<file path="config.mk">
export PLATFORM = sky130hd
export DESIGN_NAME = lsu_dtcm_agu
export DESIGN_NICKNAME = d
export VERILOG_FILES = /design/src/rtl/lsu_dtcm_agu.sv
export SDC_FILE = /design/constraint.sdc
export NUM_CORES = 1
export LEC_CHECK = 0
export CORE_UTILIZATION = 40
export CTS_BUF_LIST = sky130_fd_sc_hd__clkbuf_2 sky130_fd_sc_hd__clkbuf_4 sky130_fd_sc_hd__clkbuf_8
export DETAILED_ROUTE_END_ITERATION = 8
export PLACE_DENSITY = 0.87
export SLEW_MARGIN = 0
export SYNTH_ARGS = -nofsm -noshare
export SYNTH_HDL_FRONTEND = slang
export SYNTH_SLANG_ARGS = --single-unit
</file>
<file path="constraint.sdc">
create_clock -name clk -period 1.75 [get_ports clk]
set_input_delay 0.2625 -clock clk [delete_from_list [all_inputs] [get_ports clk]]
set_output_delay 0.2625 -clock clk [all_outputs]
set_load 0.1 [all_outputs]
</file>
<file path="src/rtl/lsu_dtcm_agu.sv">
// LSU front-end for the DTCM: checks alignment and builds the byte-lane command.
// It also sign/zero-extends load data and returns one writeback result per op.
module lsu_dtcm_agu #(
  parameter int ADDR_W = 16,
  parameter int DW     = 32,
  parameter int MW     = 4,
  parameter int RD_W   = 5
) (
  input  logic              clk,
  input  logic              rst_n,
  input  logic              exu2lsu_valid,
  output logic              exu2lsu_ready,
  input  logic              exu2lsu_load,
  input  logic [2:0]        exu2lsu_funct3,
  input  logic [ADDR_W-1:0] exu2lsu_addr,
  input  logic [DW-1:0]     exu2lsu_wdata,
  input  logic [RD_W-1:0]   exu2lsu_rd,
  output logic              lsu2dtcm_cmd_valid,
  input  logic              lsu2dtcm_cmd_ready,
  output logic              lsu2dtcm_cmd_read,
  output logic [ADDR_W-1:0] lsu2dtcm_cmd_addr,
  output logic [MW-1:0]     lsu2dtcm_cmd_wmask,
  output logic [DW-1:0]     lsu2dtcm_cmd_wdata,
  input  logic              lsu2dtcm_rsp_valid,
  output logic              lsu2dtcm_rsp_ready,
  input  logic [DW-1:0]     lsu2dtcm_rsp_rdata,
  output logic              lsu2wb_valid,
  input  logic              lsu2wb_ready,
  output logic              lsu2wb_wen,
  output logic [RD_W-1:0]   lsu2wb_rd,
  output logic [DW-1:0]     lsu2wb_wdata,
  output logic              lsu2wb_err
);

  typedef enum logic [1:0] {IDLE, CMD, RSP, WB} state_t;
  state_t state;

  logic              ld_q;
  logic [2:0]        f3_q;
  logic [ADDR_W-1:0] addr_q;
  logic [RD_W-1:0]   rd_q;
  logic [MW-1:0]     wmask_q;
  logic [DW-1:0]     lanes_q;
  logic              wb_wen_q;
  logic              wb_err_q;
  logic [DW-1:0]     wb_wdata_q;

  logic          in_legal;
  logic          in_misal;
  logic          in_bad;
  logic [MW-1:0] in_wmask;
  logic [DW-1:0] in_lanes;
  logic [DW-1:0] shifted;
  logic [DW-1:0] ld_ext;

  // Lane placement is done at accept time so the command fields are plain registers.
  always_comb begin
    in_legal = 1'b0;
    case (exu2lsu_funct3)
      3'b000, 3'b001, 3'b010: in_legal = 1'b1;
      3'b100, 3'b101:         in_legal = exu2lsu_load;
      default:                in_legal = 1'b0;
    endcase
    in_misal = ((exu2lsu_funct3[1:0] == 2'b01) && exu2lsu_addr[0]) ||
               ((exu2lsu_funct3[1:0] == 2'b10) && (exu2lsu_addr[1:0] != 2'b00));
    in_bad   = !in_legal || in_misal;

    in_wmask = '0;
    in_lanes = '0;
    if (!exu2lsu_load) begin
      case (exu2lsu_funct3[1:0])
        2'b00: begin
          in_wmask = MW'(4'b0001) << exu2lsu_addr[1:0];
          in_lanes = {4{exu2lsu_wdata[7:0]}};
        end
        2'b01: begin
          in_wmask = MW'(4'b0011) << exu2lsu_addr[1:0];
          in_lanes = {2{exu2lsu_wdata[15:0]}};
        end
        default: begin
          in_wmask = '1;
          in_lanes = exu2lsu_wdata;
        end
      endcase
    end
  end

  always_comb begin
    shifted = lsu2dtcm_rsp_rdata >> {addr_q[1:0], 3'b000};
    case (f3_q)
      3'b000:  ld_ext = {{(DW-8){shifted[7]}}, shifted[7:0]};
      3'b001:  ld_ext = {{(DW-16){shifted[15]}}, shifted[15:0]};
      3'b100:  ld_ext = {{(DW-8){1'b0}}, shifted[7:0]};
      3'b101:  ld_ext = {{(DW-16){1'b0}}, shifted[15:0]};
      default: ld_ext = shifted;
    endcase
  end

  always_ff @(posedge clk or negedge rst_n) begin
    if (!rst_n) begin
      state      <= IDLE;
      ld_q       <= 1'b0;
      f3_q       <= '0;
      addr_q     <= '0;
      rd_q       <= '0;
      wmask_q    <= '0;
      lanes_q    <= '0;
      wb_wen_q   <= 1'b0;
      wb_err_q   <= 1'b0;
      wb_wdata_q <= '0;
    end else begin
      case (state)
        IDLE: if (exu2lsu_valid) begin
          ld_q    <= exu2lsu_load;
          f3_q    <= exu2lsu_funct3;
          addr_q  <= exu2lsu_addr;
          rd_q    <= exu2lsu_rd;
          wmask_q <= in_wmask;
          lanes_q <= in_lanes;
          if (in_bad) begin
            wb_wen_q   <= 1'b0;
            wb_err_q   <= 1'b1;
            wb_wdata_q <= '0;
            state      <= WB;
          end else begin
            state <= CMD;
          end
        end
        CMD: if (lsu2dtcm_cmd_ready) state <= RSP;
        RSP: if (lsu2dtcm_rsp_valid) begin
          wb_wen_q   <= ld_q;
          wb_err_q   <= 1'b0;
          wb_wdata_q <= ld_q ? ld_ext : '0;
          state      <= WB;
        end
        WB: if (lsu2wb_ready) state <= IDLE;
        default: state <= IDLE;
      endcase
    end
  end

  assign exu2lsu_ready      = (state == IDLE);
  assign lsu2dtcm_cmd_valid = (state == CMD);
  assign lsu2dtcm_rsp_ready = (state == RSP);
  assign lsu2wb_valid       = (state == WB);
  assign lsu2dtcm_cmd_read  = ld_q;
  assign lsu2dtcm_cmd_addr  = addr_q;
  assign lsu2dtcm_cmd_wmask = wmask_q;
  assign lsu2dtcm_cmd_wdata = lanes_q;
  assign lsu2wb_wen         = wb_wen_q;
  assign lsu2wb_rd          = rd_q;
  assign lsu2wb_wdata       = wb_wdata_q;
  assign lsu2wb_err         = wb_err_q;

endmodule

</file>
==> results of run 1 <==
==> sequential cells by signal (all words and copies together), names as in the netlist <==
| register | count |
|---|---|
| lsu2dtcm_cmd_wmask | 4 |
| f3_q | 3 |
| lsu2dtcm_cmd_wdata | 32 |
| lsu2wb_wen | 1 |
| lsu2dtcm_cmd_addr | 16 |
| lsu2wb_rd | 5 |
| lsu2wb_wdata | 32 |
| lsu2dtcm_cmd_read | 1 |
| state | 2 |
| lsu2wb_err | 1 |
==> final timing paths <==
kind | end | cells after the start | start | slack, ps
max in group asynchronous | lsu2wb_wdata[29]$_DFFE_PN0P_ | 3 | rst_n | 680
hold / removal | lsu2wb_err$_DFFE_PN0P_ | 2 | rst_n | 390
hold reg to reg | lsu2dtcm_cmd_wdata[15]$_DFFE_PN0P_ | 2 | lsu2dtcm_cmd_wdata[15]$_DFFE_PN0P_ | 560
min in group clk | lsu2dtcm_cmd_wdata[27]$_DFFE_PN0P_ | 3 | exu2lsu_wdata[27] | 500
setup / recovery | lsu2wb_wdata[16]$_DFFE_PN0P_ | 7 | state[1]$_DFFE_PN0P_ | -130
setup reg to reg | lsu2wb_wdata[16]$_DFFE_PN0P_ | 7 | state[1]$_DFFE_PN0P_ | -130
==> worst reg2reg max path, stage by stage, from the launching register on <==
cell and delay [ps]:
dfrtp_2 440, inv_2 80, ha_4 200, nand2b_4 90, o21a_1 200, nand3_4 160
buf_12 200, a221o_2 400
==> cell usage after synthesis, drive strengths merged (2+ instances only) <==
| library cell | n | area share [%] |
|---|---|---|
| a21oi | 19 | 2.1 |
| o21ai | 45 | 4.8 |
| a22o | 9 | 1.7 |
| ha | 4 | 1.1 |
| o221a | 2 | 0.67 |
| nand2 | 33 | 2.6 |
| o2bb2ai | 16 | 3.0 |
| mux2 | 42 | 10 |
| nor2b | 18 | 2.4 |
| buf | 13 | 1.5 |
| nor2 | 16 | 1.3 |
| nand3b | 8 | 1.3 |
| dfrtp | 97 | 52 |
| or2 | 3 | 0.40 |
| inv | 7 | 0.56 |
| mux2i | 26 | 5.6 |
| clkbuf | 15 | 1.2 |
| nor4 | 3 | 1.2 |
| a221o | 16 | 3.5 |
| nand2b | 2 | 0.27 |
==> metal layers <==
| metal | vias up | wire, µm | global-route usage (%) |
|---|---|---|---|
| li1 | 1944 | - | - |
| met4 | 0 | 467 | 9.77 |
| met3 | 33 | 1510 | 7.58 |
| met2 | 239 | 8070 | 42.8 |
| met1 | 2159 | 6020 | 29.8 |
| met5 | - | 0 | 0 |
==> through the flow <==
stage / cell area, µm² / setup TNS [ps] / hold slack [ps] / utilization (%) / setup slack [ps]
floorplan: 4760 / -3650 / -33.1 / - / -182
global placement: 7970 / -14140 / 280 / 69.8 / -481
detailed placement: 7970 / -17580 / 292 / 69.8 / -567
finish: 8580 / -1720 / 394 / 75.2 / -131
CTS: 8340 / -1420 / 434 / 73.1 / -121
global route: 8580 / -2760 / 475 / 75.2 / -159
==> cell families (layout without fill, tap and decap cells) <==
kind of cell	Yosys count	after routing	synth area share (%)
AOI/OAI and AO/OA	112	112	16.8
DFF	97	97	51.9
and+or+nand+nor	89	90	10.7
muxes	69	69	16.2
buffers and inverters	35	268	3.26
adders and majority gates	4	4	1.07
xor gates and xnor gates	1	1	0.187
==> cell type report <==
cell class              count  share of cell area [%]
inverters                   7                   0.335
multi-input cells         276                    27.0
clock inverters             6                    1.05
flip-flops and latches     97                    28.4
clock buffers              10                    1.60
repair buffers            245                    39.5
well taps                 143                    2.08
==> what timing repair did <==
action / in CTS / in global routing
hold buffers: 1 / 0
cloned: 1 / 2
setup endpoints to repair: 48 / 39
buffers inserted: 9 / 9
pin swaps: 7 / 5
hold endpoints to repair: 39 / 0
resized for setup: 10 / 29
==> summary.md, run 1 <==
| Metric | Value |
|---|---|
| CP required | `2020 ps` |
| Fin cells | `~800` |
| Ys flop type | `dfrtp_1` |
| Total CTS buffers | `9` |
| Synthesized flop and latch total | `between 90 and 100` |
| Synth warnings | `0` |
| Top Family by Delay on Critical Path | `compound AO/OA/AOI/OAI gates` |
| Worst setup path category | `flip-flop to flip-flop` |
| Critical path launch point type | `flip-flop` |
| RSZ-0062 raised after global routing | `yes` |
| Post-route ant nets | `0` |
| Pre-antenna DRT Iters | `4` |
| Max_cap viols | `0` |
| Vias in the first global route | `4,353` |
| Drc violations | `0` |
| DR vias/cell | `approximately 5.6` |
| Fmax | `around 530 MHz` |
| Placed cells | `747` |
| Worst EP arrival | `2150 ps` |
| Cell Rows | `39` |
| Outcome | `finished, violations left` |
| Final Wtd Congestion | `around 0.84` |
| Grt ovf | `0` |
| CP peak stage delay | `440 ps` |
| Via count | `4,375` |
| Final Setup Violations | `22` |
| Initial Util | `40.9%` |
| Commonest non-fill, non-tap cell in the layout | `buf_12` |
| Port Buf Inserts | `between 150 and 200` |
| Synthesized area per cell | `~11 µm²` |
| Antenna cells | `0` |
| Fillers | `666` |
| Root buffer cell | `clkbuf_8` |
| Final min period | `between 1500 and 2000 ps` |
| Crit path cell chain | `inv_2 > ha_4 > nand2b_4 > o21a_1 > nand3_4 > buf_12 > a221o_2` |
| Core region area | `11,400 µm²` |
| Initial antenna violation count | `0` |
| Slew Limit Fails | `0` |
| Sequential share of the synthesized area | `51.9%` |
| Area of the multi-input gates | `2320 µm²` |
| Number of synthesized flops with an enable pin | `0` |
| Final Hold Vio Count | `0` |
| Post-DP HPWL | `~11,000 µm` |
| # nets final | `735` |
| DRT Wirelength | `16,100 µm` |
| Hold WC Path Type | `input pin to asynchronous set/reset pin` |
| Worst-path fanout max | `14` |
| Cells after Synth | `407` |
| Worst Setup End Kind | `flip-flop` |
| Violated checks | `negative setup slack` |
| Global-route usage over all layers | `25.1%` |
| Clock Tree Buf Depth | `2` |
| Die area | `between 10,000 and 15,000 µm²` |
| Area Growth Syn to Fin | `83.6%` |
| Most frequent cells in the layout | `buf_12 (101), dfrtp_1 (93), clkdlybuf4s50_1 (92)` |
| Syn Nets | `around 510` |
| Height of the die | `110 µm` |
| Worst Skew | `14.8 ps` |
| Share of cells above drive strength 1 | `between 30% and 40%` |
| CTS tree | `done` |
| Yosys cell types | `42` |
| WL per Instance | `roughly 21 µm` |
| Rel. slew slack | `about 62%` |
| Slack of the critical path | `-131 ps` |
| Number of H-tree levels | `3` |
| Synth Cell Area | `around 4700 µm²` |
| Register area | `2440 µm²` |
| CTS Sinks | `97` |
| Worst slew pin tran | `572 ps` |
| Global-route wire length before repair | `22,900 µm` |
| Slowest CP cell | `dfrtp_2` |
| Clock Latency Late Sink | `380 ps` |
| Die W | `between 100 and 150 µm` |
| Num ports | `191` |
| Largest net degree at the start of global routing | `43` |
| Async set-or-reset flop fraction in the synthesized netlist | `between 90% and 100%` |
| CP bufs+invs | `2` |
| Crit share post-route | `107%` |
| DR iter-0 viols | `slightly below 300` |
| Clock Pin Slew Worst Setup and Hold Paths | `approximately 100 ps` |
Power of run 1 is not shown: default switching activity piles up to over one toggle a cycle in this logic, so the estimate is an artifact.
==> run 2: changes to the inputs <==
Settings changed: CELL_PAD_IN_SITES_DETAIL_PLACEMENT from default to 1, CELL_PAD_IN_SITES_GLOBAL_PLACEMENT from default to 1, CORE_UTILIZATION 40 to 30.
==> run 2 against run 1 <==
Net effect: the flow still finishes with violations (negative setup slack); highest routed layer unchanged; largest cell class unchanged; count of clock-buffer cells in the layout decreased by 1; cell area increased by 1.0%; critical path depth unchanged; non-clock buffer count increased by 9; first-iteration DRC count decreased by 27%; critical endpoint is now lsu2wb_wdata[29]$_DFFE_PN0P_; die area increased by 33%; hold slack got worse by 4.3 ps; critical path type unchanged; clock skew decreased by 2.1 ps; sequential cell count unchanged.
==> summary.md, run 2 (synthesized netlist as in run 1, its figures left out) <==
| Metric | Value |
|---|---|
| Outcome | `finished, violations left` |
| Violated checks | `negative setup slack` |
| M3 GR Usage | `7.42% (-0.16 points)` |
| Rel. slew slack | `69.2% (+7.3 points)` |
| Final min period | `1810 ps (-68.0 ps)` |
| CTS tree | `done` |
| RSZ-0062 raised after global routing | `yes` |
| Worst slew pin tran | `462 ps (-110 ps)` |
| Initial antenna violation count | `0 (unchanged)` |
| Die W | `127 µm (+15%)` |
| Num ports | `191 (unchanged)` |
| Commonest non-fill, non-tap cell in the layout | `buf_12` |
| CP peak stage delay | `420 ps (-20 ps)` |
| Share of cells above drive strength 1 | `39.7% (+0.38 points)` |
| Met1 usage | `24.6% (-5.2 points)` |
| Hold_ws | `389 ps (-4.33 ps)` |
| Register area | `2440 µm² (about the same)` |
| Area of the multi-input gates | `2300 µm² (-0.97%)` |
| Met2 GRT Util | `41.0% (-1.8 points)` |
| Global-route usage over all layers | `22.8% (-2.3 points)` |
| Drc violations | `0 (unchanged)` |
| Post-Route Utilization | `57.0% (-18 points)` |
| Port Buf Inserts | `190 (unchanged)` |
| Fillers | `1,506 (+130%)` |
| Post-DP HPWL | `13,700 µm (+23%)` |
| Slowest CP cell | `dfrtp_1` |
| Post-route ant nets | `0 (unchanged)` |
| DR vias/cell | `5.33 (-4.5%)` |
| WL per Instance | `22.3 µm (+8.6%)` |
| Largest net degree at the start of global routing | `47 (+9.3%)` |
| Vias in the first global route | `4,892 (+12%)` |
| Core region area | `15,200 µm² (+33%)` |
| Root buffer cell | `clkbuf_8` |
| Clock Pin Slew Worst Setup and Hold Paths | `110 ps (about the same)` |
| Slew Limit Fails | `0 (unchanged)` |
| Worst setup path category | `flip-flop to flip-flop` |
| Clock Tree Buf Depth | `2 (unchanged)` |
| Global-route wire length before repair | `27,700 µm (+21%)` |
| Final Hold Vio Count | `0 (unchanged)` |
| CTS Sinks | `97 (unchanged)` |
| CP required | `2030 ps (about the same)` |
| Pre-CTS setup slack | `-693 ps (-126 ps)` |
| Hold WC Path Type | `input pin to asynchronous set/reset pin` |
| Busiest grt layer | `met2` |
| Worst Setup End Kind | `flip-flop` |
| Worst Skew | `12.7 ps (-2.08 ps)` |
| Max_cap viols | `0 (unchanged)` |
| DRT Wirelength | `18,700 µm (+16%)` |
| Die area | `16,100 µm² (+33%)` |
| Pre-antenna DRT Iters | `4 (unchanged)` |
| Crit share post-route | `104% (-3.9 points)` |
| Fmax | `552 MHz (+3.7%)` |
| Final Setup Violations | `21 (-4.5%)` |
| Critical path launch point type | `flip-flop` |
| Grt ovf | `0 (unchanged)` |
| Area Growth Syn to Fin | `85.5%` |
| Crit path cell chain | `inv_2 > ha_4 > buf_8 > o221a_4 > nor4_4 > buf_6 > a221o_1` |
| Antenna cells | `0 (unchanged)` |
| DR iter-0 viols | `213 (-27%)` |
| # nets final | `744 (+1.2%)` |
| Height of the die | `127 µm (+15%)` |
| Cell Rows | `45 (+15%)` |
| Number of H-tree levels | `3 (unchanged)` |
| Clock Latency Late Sink | `390 ps (about the same)` |
| Final Wtd Congestion | `0.849 (+0.99%)` |
| Total CTS buffers | `9 (unchanged)` |
| Worst-path fanout max | `8 (-6)` |
| Slack of the critical path | `-62.6 ps (+68.0 ps)` |
| Reg2reg setup slack | `-60 ps (+70 ps)` |
| Via count | `4,467 (+2.1%)` |
| Initial Util | `30.8% (-10 points)` |
| Most frequent cells in the layout | `buf_12 (101), dfrtp_1 (94), clkdlybuf4s50_1 (92)` |
| Worst EP arrival | `2090 ps (-60 ps)` |
run 2: worst max-delay path: cells and delay by family, from the launching register on:
kind / cells / cell delay (ps)
fa+ha+maj: 1 / 180
simple gates: 1 / 70
buf+inv: 3 / 390
flops: 1 / 420
compound gates: 2 / 620
run 2: worst paths after layout:
check,startpoint,endpoint,cells past startpoint
setup / recovery,state[0]$_DFFE_PN0P_,lsu2wb_wdata[29]$_DFFE_PN0P_,7
hold / removal,rst_n,lsu2wb_wdata[12]$_DFFE_PN0P_,2
setup reg to reg,state[0]$_DFFE_PN0P_,lsu2wb_wdata[29]$_DFFE_PN0P_,7
hold reg to reg,lsu2dtcm_cmd_wmask[1]$_DFFE_PN0P_,lsu2dtcm_cmd_wmask[1]$_DFFE_PN0P_,2
max in group asynchronous,rst_n,lsu2wb_err$_DFFE_PN0P_,3
min in group clk,exu2lsu_addr[0],lsu2dtcm_cmd_addr[0]$_DFFE_PN0P_,3
run 2: final cells by class:
type	count	share of cell area [%]
multi-input cells	276	26.5
flip-flops and latches	97	28.1
well taps	188	2.71
clock buffers	9	1.43
inverters	7	0.332
clock inverters	7	0.909
repair buffers	254	40.1
run 2: metrics by stage:
| stage | setup TNS [ps] | instance area (µm²) | cells |
|---|---|---|---|
| 2_1_floorplan | -3650 | 4760 | 407 |
| 3_3_place_gp | -12090 | 8060 | 797 |
| 3_5_place_dp | -17160 | 8060 | 797 |
| 4_1_cts | -501 | 8510 | 829 |
| 5_1_grt | -2060 | 8670 | 838 |
| 6_report | -508 | 8670 | 838 |
run 2: metal layers:
layer	up-vias	share of wire, %	wire, µm
met3	35	9.0	1690
met4	0	3.1	584
met1	2235	36	6680
met2	234	52	9710
li1	1963	-	-
met5	-	0	0
run 2: timing repair:
item,in CTS,in global routing
endpoints found under the hold margin,29,0
pin swaps,23,14
endpoints found under the setup margin,35,51
setup buffers,14,10
gates resized for setup,17,31
cloned,2,1
hold buffers,1,0
Power of run 2 is left out for the same reason.
